$ cat src/rtl/fft_pkg.sv
// Shared definitions for the 64-point radix-2 FFT stage sequencer.
// Holds the widths, the controller state encoding, the per-stage
// twiddle mask table and the 5-bit bit-reverse helper.
package fft_pkg;

    localparam int unsigned N_LOG2    = 6;
    localparam int unsigned N_PTS     = 1 << N_LOG2;
    localparam int unsigned TW_W      = 5;
    localparam int unsigned STG_W     = 3;
    localparam int unsigned CNT_W     = N_LOG2 + 1;
    localparam int unsigned DRAIN_TMO = 255;
    localparam int unsigned TMO_W     = 8;

    typedef enum logic [2:0] {
        ST_IDLE,
        ST_FLUSH,
        ST_FEED,
        ST_DRAIN,
        ST_NEXT,
        ST_DONE
    } fft_ctrl_state_t;

    // Stage s keeps the top s bits of the bit-reversed feed index.
    localparam logic [TW_W-1:0] TW_MASK [N_LOG2] = '{
        5'h00, 5'h10, 5'h18, 5'h1C, 5'h1E, 5'h1F
    };

    function automatic logic [TW_W-1:0] bitrev5(input logic [TW_W-1:0] v);
        return {v[0], v[1], v[2], v[3], v[4]};
    endfunction

endpackage

$ cat src/rtl/fft_stage_ctrl_if.sv
// Bundle of the sequencer's host handshake, sample-buffer and FFT_unit signals.
// master: the sequencer (drives everything except start and unit_is_out).
// slave : the surrounding host / buffer / unit side.
interface fft_stage_ctrl_if;
    import fft_pkg::*;

    logic              start;
    logic              busy;
    logic              done;
    logic              err;
    logic [STG_W-1:0]  stage;
    logic              rd_bank;
    logic [N_LOG2-1:0] rd_addr;
    logic [TW_W-1:0]   tw_idx;
    logic              unit_nrst;
    logic              unit_is_out;
    logic              wr_en;
    logic              wr_bank;
    logic [N_LOG2-1:0] wr_addr;

    modport master (
        input  start, unit_is_out,
        output busy, done, err, stage, rd_bank, rd_addr, tw_idx,
               unit_nrst, wr_en, wr_bank, wr_addr
    );

    modport slave (
        output start, unit_is_out,
        input  busy, done, err, stage, rd_bank, rd_addr, tw_idx,
               unit_nrst, wr_en, wr_bank, wr_addr
    );

endinterface

$ cat src/rtl/fft_tw_addr_gen.sv
// Twiddle index generator: registers bitrev5(feed_cnt) masked by the stage mask.
// Ports: clk, rst (async, active-high); feed_cnt / stage are the values the
// controller will hold next cycle, so tw_idx lines up with rd_addr; tw_idx out.
module fft_tw_addr_gen
    import fft_pkg::*;
(
    input  logic             clk,
    input  logic             rst,
    input  logic [TW_W-1:0]  feed_cnt,
    input  logic [STG_W-1:0] stage,
    output logic [TW_W-1:0]  tw_idx
);

    logic [TW_W-1:0] mask_c;

    // Stage mask lookup; out-of-range stages give index 0.
    always_comb begin
        mask_c = '0;
        if (stage < STG_W'(N_LOG2)) begin
            mask_c = TW_MASK[stage];
        end
    end

    always_ff @(posedge clk or posedge rst) begin
        if (rst) begin
            tw_idx <= '0;
        end else begin
            tw_idx <= bitrev5(feed_cnt) & mask_c;
        end
    end

endmodule

$ cat src/rtl/fft_stage_ctrl.sv
// Six-stage sequencer for the 64-point radix-2 FFT_unit over a ping-pong buffer.
// Ports: clk, rst (async, active-high); bus (master) carries the host
// start/busy/done/err handshake, buffer read/write addressing, the twiddle
// index and the FFT_unit reset / output-valid pair.
module fft_stage_ctrl
    import fft_pkg::*;
(
    input  logic             clk,
    input  logic             rst,
    fft_stage_ctrl_if.master bus
);

    fft_ctrl_state_t   state, state_nxt;
    logic [STG_W-1:0]  stage_q, stage_nxt;
    logic [N_LOG2-1:0] feed_cnt, feed_nxt;
    logic [CNT_W-1:0]  wr_cnt, wr_cnt_nxt;
    logic [TMO_W-1:0]  tmo_cnt, tmo_nxt;
    logic              busy_q, done_q, err_q, nrst_q;
    logic              active_c, wr_en_c, wr_last_c, tmo_hit_c;

    assign active_c  = (state == ST_FEED) || (state == ST_DRAIN);
    assign wr_en_c   = bus.unit_is_out && (wr_cnt < CNT_W'(N_PTS)) && active_c;
    // Write phase is complete once the 64th capture happens (or already has).
    assign wr_last_c = (wr_cnt == CNT_W'(N_PTS)) ||
                       (wr_en_c && (wr_cnt == CNT_W'(N_PTS - 1)));
    // Timeout counter freezes at the first unit_is_out, which then stays high.
    assign tmo_hit_c = active_c && !bus.unit_is_out &&
                       (tmo_cnt == TMO_W'(DRAIN_TMO - 1));

    // Next-state and counter update.
    always_comb begin
        state_nxt  = state;
        stage_nxt  = stage_q;
        feed_nxt   = feed_cnt;
        wr_cnt_nxt = wr_cnt;
        tmo_nxt    = tmo_cnt;

        if (wr_en_c) begin
            wr_cnt_nxt = wr_cnt + CNT_W'(1);
        end
        if (active_c && !bus.unit_is_out && (tmo_cnt != TMO_W'(DRAIN_TMO))) begin
            tmo_nxt = tmo_cnt + TMO_W'(1);
        end

        case (state)
            ST_IDLE: begin
                if (bus.start) begin
                    state_nxt = ST_FLUSH;
                    stage_nxt = '0;
                end
            end
            ST_FLUSH: state_nxt = ST_FEED;
            ST_FEED: begin
                if (tmo_hit_c) begin
                    state_nxt = ST_IDLE;
                end else if (feed_cnt == N_LOG2'(N_PTS - 1)) begin
                    state_nxt = ST_DRAIN;
                end else begin
                    feed_nxt = feed_cnt + N_LOG2'(1);
                end
            end
            ST_DRAIN: begin
                if (tmo_hit_c) begin
                    state_nxt = ST_IDLE;
                end else if (wr_last_c) begin
                    state_nxt = ST_NEXT;
                end
            end
            ST_NEXT: begin
                if (stage_q == STG_W'(N_LOG2 - 1)) begin
                    state_nxt = ST_DONE;
                end else begin
                    stage_nxt = stage_q + STG_W'(1);
                    state_nxt = ST_FLUSH;
                end
            end
            ST_DONE:  state_nxt = ST_IDLE;
            default:  state_nxt = ST_IDLE;
        endcase

        // All per-stage counters restart on entry to FLUSH.
        if (state_nxt == ST_FLUSH) begin
            feed_nxt   = '0;
            wr_cnt_nxt = '0;
            tmo_nxt    = '0;
        end
    end

    // State, counters and registered outputs (decoded from the next state).
    always_ff @(posedge clk or posedge rst) begin
        if (rst) begin
            state    <= ST_IDLE;
            stage_q  <= '0;
            feed_cnt <= '0;
            wr_cnt   <= '0;
            tmo_cnt  <= '0;
            busy_q   <= 1'b0;
            done_q   <= 1'b0;
            err_q    <= 1'b0;
            nrst_q   <= 1'b0;
        end else begin
            state    <= state_nxt;
            stage_q  <= stage_nxt;
            feed_cnt <= feed_nxt;
            wr_cnt   <= wr_cnt_nxt;
            tmo_cnt  <= tmo_nxt;
            busy_q   <= state_nxt inside {ST_FLUSH, ST_FEED, ST_DRAIN, ST_NEXT};
            done_q   <= (state_nxt == ST_DONE);
            err_q    <= tmo_hit_c;
            nrst_q   <= state_nxt inside {ST_FEED, ST_DRAIN};
        end
    end

    fft_tw_addr_gen u_tw (
        .clk      (clk),
        .rst      (rst),
        .feed_cnt (feed_nxt[TW_W-1:0]),
        .stage    (stage_nxt),
        .tw_idx   (bus.tw_idx)
    );

    assign bus.busy      = busy_q;
    assign bus.done      = done_q;
    assign bus.err       = err_q;
    assign bus.stage     = stage_q;
    assign bus.rd_bank   = stage_q[0];
    assign bus.wr_bank   = ~stage_q[0];
    assign bus.rd_addr   = feed_cnt;
    assign bus.wr_addr   = wr_cnt[N_LOG2-1:0];
    assign bus.wr_en     = wr_en_c;
    assign bus.unit_nrst = nrst_q;

endmodule

$ cat src/flat_wrapper.sv
// flat-port wrapper written by rule: the top's interface ports become plain ports
module fft_stage_ctrl_flat import fft_pkg::*;
  (clk, rst, bus_start, bus_unit_is_out, bus_busy, bus_done, bus_err, bus_stage, bus_rd_bank, bus_rd_addr, bus_tw_idx, bus_unit_nrst, bus_wr_en, bus_wr_bank, bus_wr_addr);
  fft_stage_ctrl_if bus_i ();
  input  logic clk;
  input  logic rst;
  input wire logic [$bits(bus_i.start)-1:0] bus_start;
  input wire logic [$bits(bus_i.unit_is_out)-1:0] bus_unit_is_out;
  output wire logic [$bits(bus_i.busy)-1:0] bus_busy;
  output wire logic [$bits(bus_i.done)-1:0] bus_done;
  output wire logic [$bits(bus_i.err)-1:0] bus_err;
  output wire logic [$bits(bus_i.stage)-1:0] bus_stage;
  output wire logic [$bits(bus_i.rd_bank)-1:0] bus_rd_bank;
  output wire logic [$bits(bus_i.rd_addr)-1:0] bus_rd_addr;
  output wire logic [$bits(bus_i.tw_idx)-1:0] bus_tw_idx;
  output wire logic [$bits(bus_i.unit_nrst)-1:0] bus_unit_nrst;
  output wire logic [$bits(bus_i.wr_en)-1:0] bus_wr_en;
  output wire logic [$bits(bus_i.wr_bank)-1:0] bus_wr_bank;
  output wire logic [$bits(bus_i.wr_addr)-1:0] bus_wr_addr;
  assign bus_i.start = bus_start;
  assign bus_i.unit_is_out = bus_unit_is_out;
  assign bus_busy = bus_i.busy;
  assign bus_done = bus_i.done;
  assign bus_err = bus_i.err;
  assign bus_stage = bus_i.stage;
  assign bus_rd_bank = bus_i.rd_bank;
  assign bus_rd_addr = bus_i.rd_addr;
  assign bus_tw_idx = bus_i.tw_idx;
  assign bus_unit_nrst = bus_i.unit_nrst;
  assign bus_wr_en = bus_i.wr_en;
  assign bus_wr_bank = bus_i.wr_bank;
  assign bus_wr_addr = bus_i.wr_addr;
  fft_stage_ctrl u_core (.clk(clk), .rst(rst), .bus(bus_i));
endmodule
$ cat config.mk
export PLATFORM = sky130hd
export DESIGN_NAME = fft_stage_ctrl_flat
export DESIGN_NICKNAME = d
export VERILOG_FILES = /design/src/rtl/fft_pkg.sv /design/src/rtl/fft_stage_ctrl_if.sv /design/src/rtl/fft_tw_addr_gen.sv /design/src/rtl/fft_stage_ctrl.sv /design/src/flat_wrapper.sv
export SDC_FILE = /design/constraint.sdc
export NUM_CORES = 1
export LEC_CHECK = 0
export CORE_AREA = 2 2 65 67
export CTS_CLUSTER_SIZE = 28
export DETAILED_ROUTE_END_ITERATION = 6
export DIE_AREA = 0 0 67 69
export GPL_TIMING_DRIVEN = 1
export PLACE_DENSITY_LB_ADDON = 0.3
export REMOVE_ABC_BUFFERS = 1
export SYNTH_ARGS = -nofsm -noshare
export SYNTH_HDL_FRONTEND = slang
export SYNTH_SLANG_ARGS = --single-unit
$ cat constraint.sdc
create_clock -name clk -period 2.42 [get_ports clk]
set_input_delay 0.484 -clock clk [delete_from_list [all_inputs] [get_ports clk]]
set_output_delay 0.484 -clock clk [all_outputs]
set_load 0.01 [all_outputs]
==> results.md <==
- Worst Setup SP: bus_unit_is_out
- Drt pass-1 iters: 4
- Drt initial violations: between 40 and 50
- Tightest Hold Check Type: register to register
- Root buf cell: clkbuf_8
- Initial antenna violation count: 0
- Area of the core: 3914 um^2
- Largest net degree at the start of global routing: 37
- Crit path max fanout: 5
- Worst-path clk slew: 70 ps
- Warnings, synthesis: 0
- Final net count: 230
- Rows: 23
- Die H: 69 um
- Vias in the first global route: 1514
- Initial core utilization: 0.4853
- CTS hold repair buffers: 0
- Placer Congestion: roughly 0.81
- Worst Skew: around 2.6 ps
- Final min period: roughly 2400 ps
- H-tree depth: 2
- Yosys top cell area share: 0.4743
- Area leader, netlist: dfrtp_1
- Remaining antenna violation count: 0
- Leakage: 1.032 nW
- Max-slew violations: 0
- Die width: between 60 and 70 um
- Clk buf depth: 2
- Max Fclk: around 430 MHz
- Async set-or-reset flop fraction in the synthesized netlist: 1.000
- Synthesized flop and latch total: 36
- Part of the power in registers: 0.435
- Sw frac: 0.3598
- Congestion Overflow GR: 0
- Fin crit share: 0.9713
- Combinational share of power: 0.378
- Max Cap Viol: 0
- FILL cells: ~350
- Worst-Margin Slew: approximately 530 ps
- Worst VDD drop: ~0.00058 V
- # DRC: 0
- Die area: between 4000 and 5000 um^2
- Hpwl dp: approximately 2700 um
- CP startpoint kind: primary input
- Final instance count without filler cells: 268
- Num Clock Sinks: 36
- Reg2Reg Setup Slack: 400 ps
- Outcome: complete, no violations
- RR Startpoint: u_core.state[1]$_DFF_PP0_
- I/O pins: 31
- Cell Count Post-Placement: 260
- RSZ-0062 raised after global routing: no
- Post-CTS sizing: 0
- Slew margin rel.: 0.6479
- I/O Buffers: 30
- Worst hold start: u_core.wr_cnt[6]$_DFFE_PP0P_
- Crit Path Class: primary input to output pin
- Placed cell area: 2230 um^2
- Psw: around 0.84 mW
- Clock Power Share: 0.187
- TritonCTS clock tree: built
- Share of layout cells above drive strength 1: 0.1147
- Register area share after synthesis: 0.4743
- CTS buffer count: 5
- Endpoints failing setup: 0
- Synth cell count leaders: dfrtp_1, nor2_1, buf_4, ha_1, xor2_1
- Crit path DAT: 1870 ps
- Vias post-DR: around 1.5k
- Postcts setup bufs: 0
- Crit path required time: approximately 1900 ps
- Total negative slack: 0 ps
- First-pass GRT wire length: 6686 um
- Internal: between 1.5 and 2 mW
- WL/cell: between 10 and 15 um
- Synth top area cells: dfrtp_1, ha_1, nor2_1, xor2_1, buf_4
- Post-Synthesis Cells: ~190
- EDFF count, synth: 0
- Main flop type after synthesis: dfrtp_1
- CP endpoint kind: output pin
- Vias per cell: between 5 and 6
- PD cells: between 1000 and 1500 nW/um^2
- Total track usage: 0.1876
- Syn_area_per_cell: slightly above 10 um^2
- Clock latency on the worst-skew pair: 290 ps
- Final non-filler cell area: ~2300 um^2
- Most common cell in the netlist: dfrtp_1
- Mapped Area: around 1900 um^2
- ANT cells: 0
- Hold Vio Cnt, Final: 0
- Distinct cells, synth: 46
- Area grow syn2layout: 22.13%
- DRT Wirelength: around 3800 um
## layout by cell type (no fill, tap or decap), drive strengths merged, types with 2 or more instances in the layout
cell type and n:
a211oi 2, a21oi 5, a311oi 3, a31oi 3
and2 3, and3 5, and4 2, buf 7
clkbuf 8, clkdlybuf4s50 30, dfrtp 36, ha 9
inv 8, mux2i 2, nand2 8, nand3 6
nand4 6, nor2 28, nor3 5, nor3b 4
o21ai 3, o21ba 2, o22ai 2, or2 3
xnor2 4, xor2 9
## per-stage QoR
| step | utilization | total power, mW | worst slack, ps | hold slack, ps |
|---|---|---|---|---|
| 6_report | 0.5927 | 2.347 | 69.34 | 533.1 |
| 3_5_place_dp | 0.5697 | 1.920 | 76.62 | 517.4 |
| 3_3_place_gp | 0.5697 | 1.875 | 63.75 | 507.3 |
| 4_1_cts | 0.5927 | 2.367 | 50.07 | 531.1 |
| 2_1_floorplan | - | 1.502 | 116.1 | 480.3 |
| 5_1_grt | 0.5927 | 2.528 | 7.164 | 555.8 |
## sequential cells by signal, indices dropped and copies added (netlist names)
name / flops
u_core.bus.busy: 1
u_core.bus.done: 1
u_core.bus.err: 1
u_core.bus.rd_addr: 6
u_core.bus.stage: 3
u_core.bus.unit_nrst: 1
u_core.state: 3
u_core.tmo_cnt: 8
u_core.u_tw.tw_idx: 5
u_core.wr_cnt: 7
## metal layers
layer	GRT usage	up-vias	wire, um
met4	0.09524	0	88
met5	0	-	0
met3	0.04568	9	185
li1	-	711	-
met2	0.3025	34	1905
met1	0.2286	702	1655
## area by class of cell
cell class / count / area [um^2] / share of cell area
multi-input cells: 129 / 883.3 / 0.3808
flip-flops and latches: 36 / 900.9 / 0.3884
well taps: 50 / 62.56 / 0.02697
inverters: 8 / 30.03 / 0.01295
repair buffers: 37 / 352.8 / 0.1521
clock buffers: 8 / 90.09 / 0.03884
## power groups by stage
stage | combinational, mW | clock, mW | sequential (mW)
after floorplan | 0.463 | 0 | 1.04
after global routing | 0.998 | 0.473 | 1.06
after detailed placement | 0.893 | 0 | 1.03
after CTS | 0.900 | 0.447 | 1.02
after global placement | 0.863 | 0 | 1.01
final | 0.888 | 0.439 | 1.02
## logic make-up (layout without fill, tap and decap cells)
| group | count (synthesis) | count (layout) | share of synthesized area |
|---|---|---|---|
| buffers and inverters | 21 | 53 | 0.06061 |
| XOR/XNOR | 13 | 13 | 0.05995 |
| AND/OR/NAND/NOR | 77 | 77 | 0.2200 |
| multiplexers | 3 | 3 | 0.01647 |
| flip-flops | 36 | 36 | 0.4743 |
| adder cells (fa/ha/maj) | 9 | 9 | 0.05929 |
| AO/OA/AOI/OAI | 27 | 27 | 0.1094 |
## worst max-delay path, stage by stage
cell             delay, ps
clkdlybuf4s50_1        520
and4bb_1               290
clkdlybuf4s50_1        570
## path summary, 6_finish.rpt
check,cells after the start,end
max in group asynchronous,3,u_core.tmo_cnt[3]$_DFFE_PP0P_
min in group asynchronous,3,u_core.bus.stage[0]$_DFF_PP0_
max reg2reg,6,u_core.u_tw.tw_idx[1]$_DFF_PP0_
max,3,bus_wr_en
min,2,u_core.wr_cnt[6]$_DFFE_PP0P_
min reg2reg,2,u_core.wr_cnt[6]$_DFFE_PP0P_
Note: power is estimated with default switching activity, not from simulation.
==> patch 1 (same settings) <==
One comparison of `wr_cnt` changes from == to >=.
--- a/src/rtl/fft_stage_ctrl.sv
+++ b/src/rtl/fft_stage_ctrl.sv
@@ -21,7 +21,7 @@
     assign active_c  = (state == ST_FEED) || (state == ST_DRAIN);
     assign wr_en_c   = bus.unit_is_out && (wr_cnt < CNT_W'(N_PTS)) && active_c;
     // Write phase is complete once the 64th capture happens (or already has).
-    assign wr_last_c = (wr_cnt == CNT_W'(N_PTS)) ||
+    assign wr_last_c = (wr_cnt >= CNT_W'(N_PTS)) ||
                        (wr_en_c && (wr_cnt == CNT_W'(N_PTS - 1)));
     // Timeout counter freezes at the first unit_is_out, which then stays high.
     assign tmo_hit_c = active_c && !bus.unit_is_out &&
Check against the original RTL: no difference found for any inputs over 10 cycles, from zero or initial values and one cycle with rst high; that may be too few to reach the edited logic, so the function may still have changed.
==> patch 1 against the unedited design <==
  * Sequential cell count is the same
  * First-iteration DRC count grew 63%
  * Wire length grew 2.5%
  * Total power grew 3.1%
  * Synthesized area grew 5.2%
  * Synthesized cell count grew 7.0%
  * Final area grew 3.5%
  * Worst setup slack gained 0.088 ns
  * Largest power group unchanged
==> patch 1: results (changes against the unedited design) <==
Outcome: finished, final reports clean (unchanged). The startpoint of the most critical hold path is u_core.tmo_cnt[7] (was u_core.wr_cnt[6]). The cell leakage power is 1.09 nW (was 1.03 nW). The number of DRC markers after the initial detailed-route iteration is 80 (was 49).

The proportion of layout cells with a drive suffix above 1 is 0.101 (was 0.115). The dominant register cell in the synthesized netlist is sky130_fd_sc_hd__dfrtp_1 (unchanged). The transition time at the pin with the least slew margin is 0.439 ns (was 0.528 ns). The routed length on met1 came out at 1910 um (was 1660 um). The count of antenna diodes in the layout came to 0 (unchanged). The maximum clock skew at final layout came to 0.00650 ns (was 0.00261 ns). The largest stage delay on the critical path came to 0.53 ns (was 0.57 ns). The first-pass GRT wire length was 6750 um (was 6690 um). The library cell used as clock root buffer is sky130_fd_sc_hd__clkbuf_8 (unchanged).

Ranking of synthesized cells by area: sky130_fd_sc_hd__dfrtp_1 45%, sky130_fd_sc_hd__ha_1 5.6%, sky130_fd_sc_hd__nor2_1 3.4% (was sky130_fd_sc_hd__dfrtp_1 47%, sky130_fd_sc_hd__ha_1 5.9%, sky130_fd_sc_hd__nor2_1 5.1%). The launching element of the worst setup path is bus_unit_is_out (unchanged). The top layer reached by signal wires is met4 (unchanged). The via-per-instance ratio came out at 5.47 (was 5.43). The total met2 wirelength after detailed routing was 1850 um (was 1910 um). The peak supply drop came to 0.000569 V (was 0.000579 V). The number of inserted filler cells in the final layout is 343 (was 348). The detailed-placement wirelength estimate is 2840 um (was 2660 um).

The worst-path maximum fanout came out at 3 (was 5). Top cell types by occurrence after synthesis: 36 x sky130_fd_sc_hd__dfrtp_1, 18 x sky130_fd_sc_hd__nor2_1, 16 x sky130_fd_sc_hd__nand2_1 (was 36 x sky130_fd_sc_hd__dfrtp_1, 26 x sky130_fd_sc_hd__nor2_1, 9 x sky130_fd_sc_hd__buf_4, 9 x sky130_fd_sc_hd__ha_1, 9 x sky130_fd_sc_hd__xor2_1). The sequential-to-total area share from yosys stat was 0.451 (was 0.474).

The total routing resource utilization after global routing came out at 0.191 (was 0.188). The final layout net count came out at 241 (was 230). The number of resized instances in the post-cts repair step is 0 (unchanged). The post-detailed-route wirelength per cell came out at 14.1 um (was 14.3 um).

The via count of the first global-routing pass is 1456 (was 1514). The critical path data arrival time came out at 1.78 ns (was 1.87 ns). The global placement routability congestion is 0.910 (was 0.807).

The start of the worst register-to-register path is u_core.bus.stage[0] (was u_core.state[1]). The number of library cell types mapped by synthesis is 50 (was 46). The number of input and output port buffers inserted is 30 (unchanged). The wire length on met3 is 112 um (was 185 um).
patch 1: cell count changes after synthesis, moves of 3 or more:
| cell | unedited run | this run |
|---|---|---|
| sky130_fd_sc_hd__o211ai_1 | 1 | 4 |
| sky130_fd_sc_hd__nand2_1 | 8 | 16 |
| sky130_fd_sc_hd__nor2_1 | 26 | 18 |
| sky130_fd_sc_hd__o21ai_0 | 1 | 4 |
| sky130_fd_sc_hd__inv_1 | 8 | 11 |
patch 1: cells by family (layout without fill, tap and decap cells):
kind of cell / Yosys count / in the layout / synth area share
xor+xnor: 9 / 9 / 0.0395
flops: 36 / 36 / 0.451
compound gates: 37 / 37 / 0.134
simple gates: 81 / 81 / 0.235
buf+inv: 24 / 53 / 0.0683
fa+ha+maj: 9 / 9 / 0.0564
mux: 3 / 3 / 0.0157
patch 1: layer usage:
metal | up-vias | GRT usage
met5 | - | 0
met4 | 0 | 0.0748
met3 | 4 | 0.0392
met2 | 25 | 0.287
met1 | 732 | 0.267
li1 | 760 | -
patch 1: layout make-up:
type / instances / area share
tap: 50 / 0.0261
timing repair buffer: 35 / 0.141
multi-input combinational: 139 / 0.400
sequential: 36 / 0.375
inverter: 11 / 0.0172
clock buffer: 7 / 0.0401
patch 1: power by group:
part	leakage, nW	switching [mW]	internal [mW]	total (mW)
Combinational	0.589	0.432	0.488	0.920
Sequential	0.448	0.261	0.794	1.06
Clock	0.0503	0.192	0.253	0.445
patch 1: critical path: cells and delay by family:
family	cells	cell delay, ns
buffers and inverters	2	1.04
AND/OR/NAND/NOR	1	0.24
patch 1: final timing paths:
kind / endpoint / slack (ns) / cells after the start
max: bus_wr_en / 0.16 / 3
min: u_core.tmo_cnt[7] / 0.52 / 1
max reg2reg: u_core.u_tw.tw_idx[0] / 0.29 / 9
min reg2reg: u_core.tmo_cnt[7] / 0.52 / 1
max in group asynchronous: u_core.tmo_cnt[5] / 1.50 / 3
min in group asynchronous: u_core.wr_cnt[6] / 0.61 / 3
patch 1: through the flow:
step	worst slack [ns]	instance area [sq um]	total power [mW]	utilization	cells
floorplan	0.416	1900	1.58	-	186
global placement	0.0992	2300	1.97	0.589	271
detailed placement	0.0369	2300	1.99	0.589	271
CTS	0.152	2400	2.45	0.613	278
global route	0.0378	2400	2.61	0.613	278
finish	0.158	2400	2.42	0.613	278
==> patch 2 (same flow settings) <==
Without the edit above. The package constant `TMO_W` goes from 8 to 6.
--- a/src/rtl/fft_pkg.sv
+++ b/src/rtl/fft_pkg.sv
@@ -9,7 +9,7 @@
     localparam int unsigned STG_W     = 3;
     localparam int unsigned CNT_W     = N_LOG2 + 1;
     localparam int unsigned DRAIN_TMO = 255;
-    localparam int unsigned TMO_W     = 8;
+    localparam int unsigned TMO_W     = 6;
 
     typedef enum logic [2:0] {
         ST_IDLE,
Formal check against the unedited RTL: same outputs for any inputs over 10 cycles, from zero or initial values and one cycle with rst high; that may be too few to reach the edited logic, so the function may still have changed.
==> patch 2 against the unedited design <==
  * Final cell count fell by 4.1%
  * Final area fell by 2.9%
  * Sequential cell count fell by 2
  * Wire length fell by 5.0%
  * Die area did not move
  * Total power fell by 12%
  * Combinational power fell by 20%
  * Maximum frequency rose by 10%
  * Global-route usage fell by 2.1 points
  * Synthesized cell count fell by 4.8%
  * Synthesized area fell by 4.1%
  * Worst setup slack improved by 0.22 ns
  * Largest cell class is now multi-input gates
  * Highest routed layer unchanged
==> patch 2: results (changes against the unedited design) <==
Outcome: finished, final reports clean (unchanged). The detailed-route wire length came out at 3640 um (was 3830 um). The number of inserted filler cells in the final layout came out at 357 (was 348). The number of flip-flops in the largest register is 7 (was 8). The peak supply drop is 0.000511 V (was 0.000579 V). The cell leakage power is 0.961 nW (was 1.03 nW). The reported clock group power came out at 0.434 mW (was 0.439 mW). The maximum clock skew at final layout is 0.0153 ns (was 0.00261 ns). The total routing resource utilization after global routing came to 0.167 (was 0.188). The proportion of layout cells with a drive suffix above 1 is 0.135 (was 0.115). The largest stage delay on the critical path came out at 0.49 ns (was 0.57 ns). The routed length on met1 is 1650 um (was 1660 um). The final layout net count is 219 (was 230). The instance area at placement is 0.00215 sq mm (was 0.00223 sq mm). The detailed-placement wirelength estimate is 2630 um (was 2660 um).

The utilization after layout is 0.575 (was 0.593). The switching portion of total power is 0.363 (was 0.360). The wire length on met3 is 147 um (was 185 um). The number of library cell types mapped by synthesis came out at 49 (was 46). The register containing the most flip-flops in the final layout is u_core.wr_cnt (was u_core.tmo_cnt). Ranking of synthesized cells by area: sky130_fd_sc_hd__dfrtp_1 47%, sky130_fd_sc_hd__ha_1 6.2%, sky130_fd_sc_hd__nor2_1 3.5% (was sky130_fd_sc_hd__dfrtp_1 47%, sky130_fd_sc_hd__ha_1 5.9%, sky130_fd_sc_hd__nor2_1 5.1%). The transition time at the pin with the least slew margin came out at 0.452 ns (was 0.528 ns).

The met2 usage is 0.265 (was 0.303). The number of resized instances in the post-cts repair step was 2 (was 0). The power of the combinational group was 0.713 mW (was 0.888 mW).

The number of DRC markers after the initial detailed-route iteration came out at 93 (was 49). The met1 track demand over resource in global routing is 0.214 (was 0.229). The pin count of the biggest net entering global routing is 35 (was 37). The sequential-to-total area share from yosys stat is 0.467 (was 0.474).

The worst-path maximum fanout is 2 (was 5).
patch 2: area by class of cell:
cell class | instances | area share
timing repair buffer | 35 | 0.155
inverter | 10 | 0.0167
clock buffer | 6 | 0.0367
multi-input combinational | 120 | 0.381
tap | 50 | 0.0278
sequential | 34 | 0.378
clock inverter | 2 | 0.00556
patch 2: worst register-to-register path: stages, from the launching register on:
cell,delay [ns]
sky130_fd_sc_hd__dfrtp_1,0.46
sky130_fd_sc_hd__ha_1,0.28
sky130_fd_sc_hd__and2_1,0.18
sky130_fd_sc_hd__o41ai_1,0.26
sky130_fd_sc_hd__a22o_1,0.32
sky130_fd_sc_hd__inv_1,0.08
sky130_fd_sc_hd__ha_1,0.29
sky130_fd_sc_hd__nor2b_1,0.11
patch 2: kinds of logic after synthesis:
group / share of synthesized area
and+or+nand+nor: 0.192
AOI/OAI and AO/OA: 0.166
DFF: 0.467
buffers and inverters: 0.0659
xor gates and xnor gates: 0.0481
adders and majority gates: 0.0618
patch 2: worst paths after layout:
kind	startpoint	endpoint	slack (ns)	depth (start not counted)
setup / recovery	bus_unit_is_out	bus_wr_en	0.29	3
hold / removal	u_core.wr_cnt[6]	u_core.wr_cnt[6]	0.55	1
setup reg to reg	u_core.bus.stage[0]	u_core.u_tw.tw_idx[3]	0.36	7
hold reg to reg	u_core.wr_cnt[6]	u_core.wr_cnt[6]	0.55	1
max in group asynchronous	rst	u_core.wr_cnt[2]	1.53	3
min in group asynchronous	rst	u_core.state[0]	0.58	3
patch 2: stage by stage:
step | TNS (ns) | instances | total power [mW]
2_1_floorplan | 0 | 164 | 1.33
3_3_place_gp | -0.0307 | 249 | 1.60
3_5_place_dp | -0.0810 | 249 | 1.65
5_1_grt | 0 | 257 | 2.21
6_report | 0 | 257 | 2.07
4_1_cts | 0 | 257 | 2.08
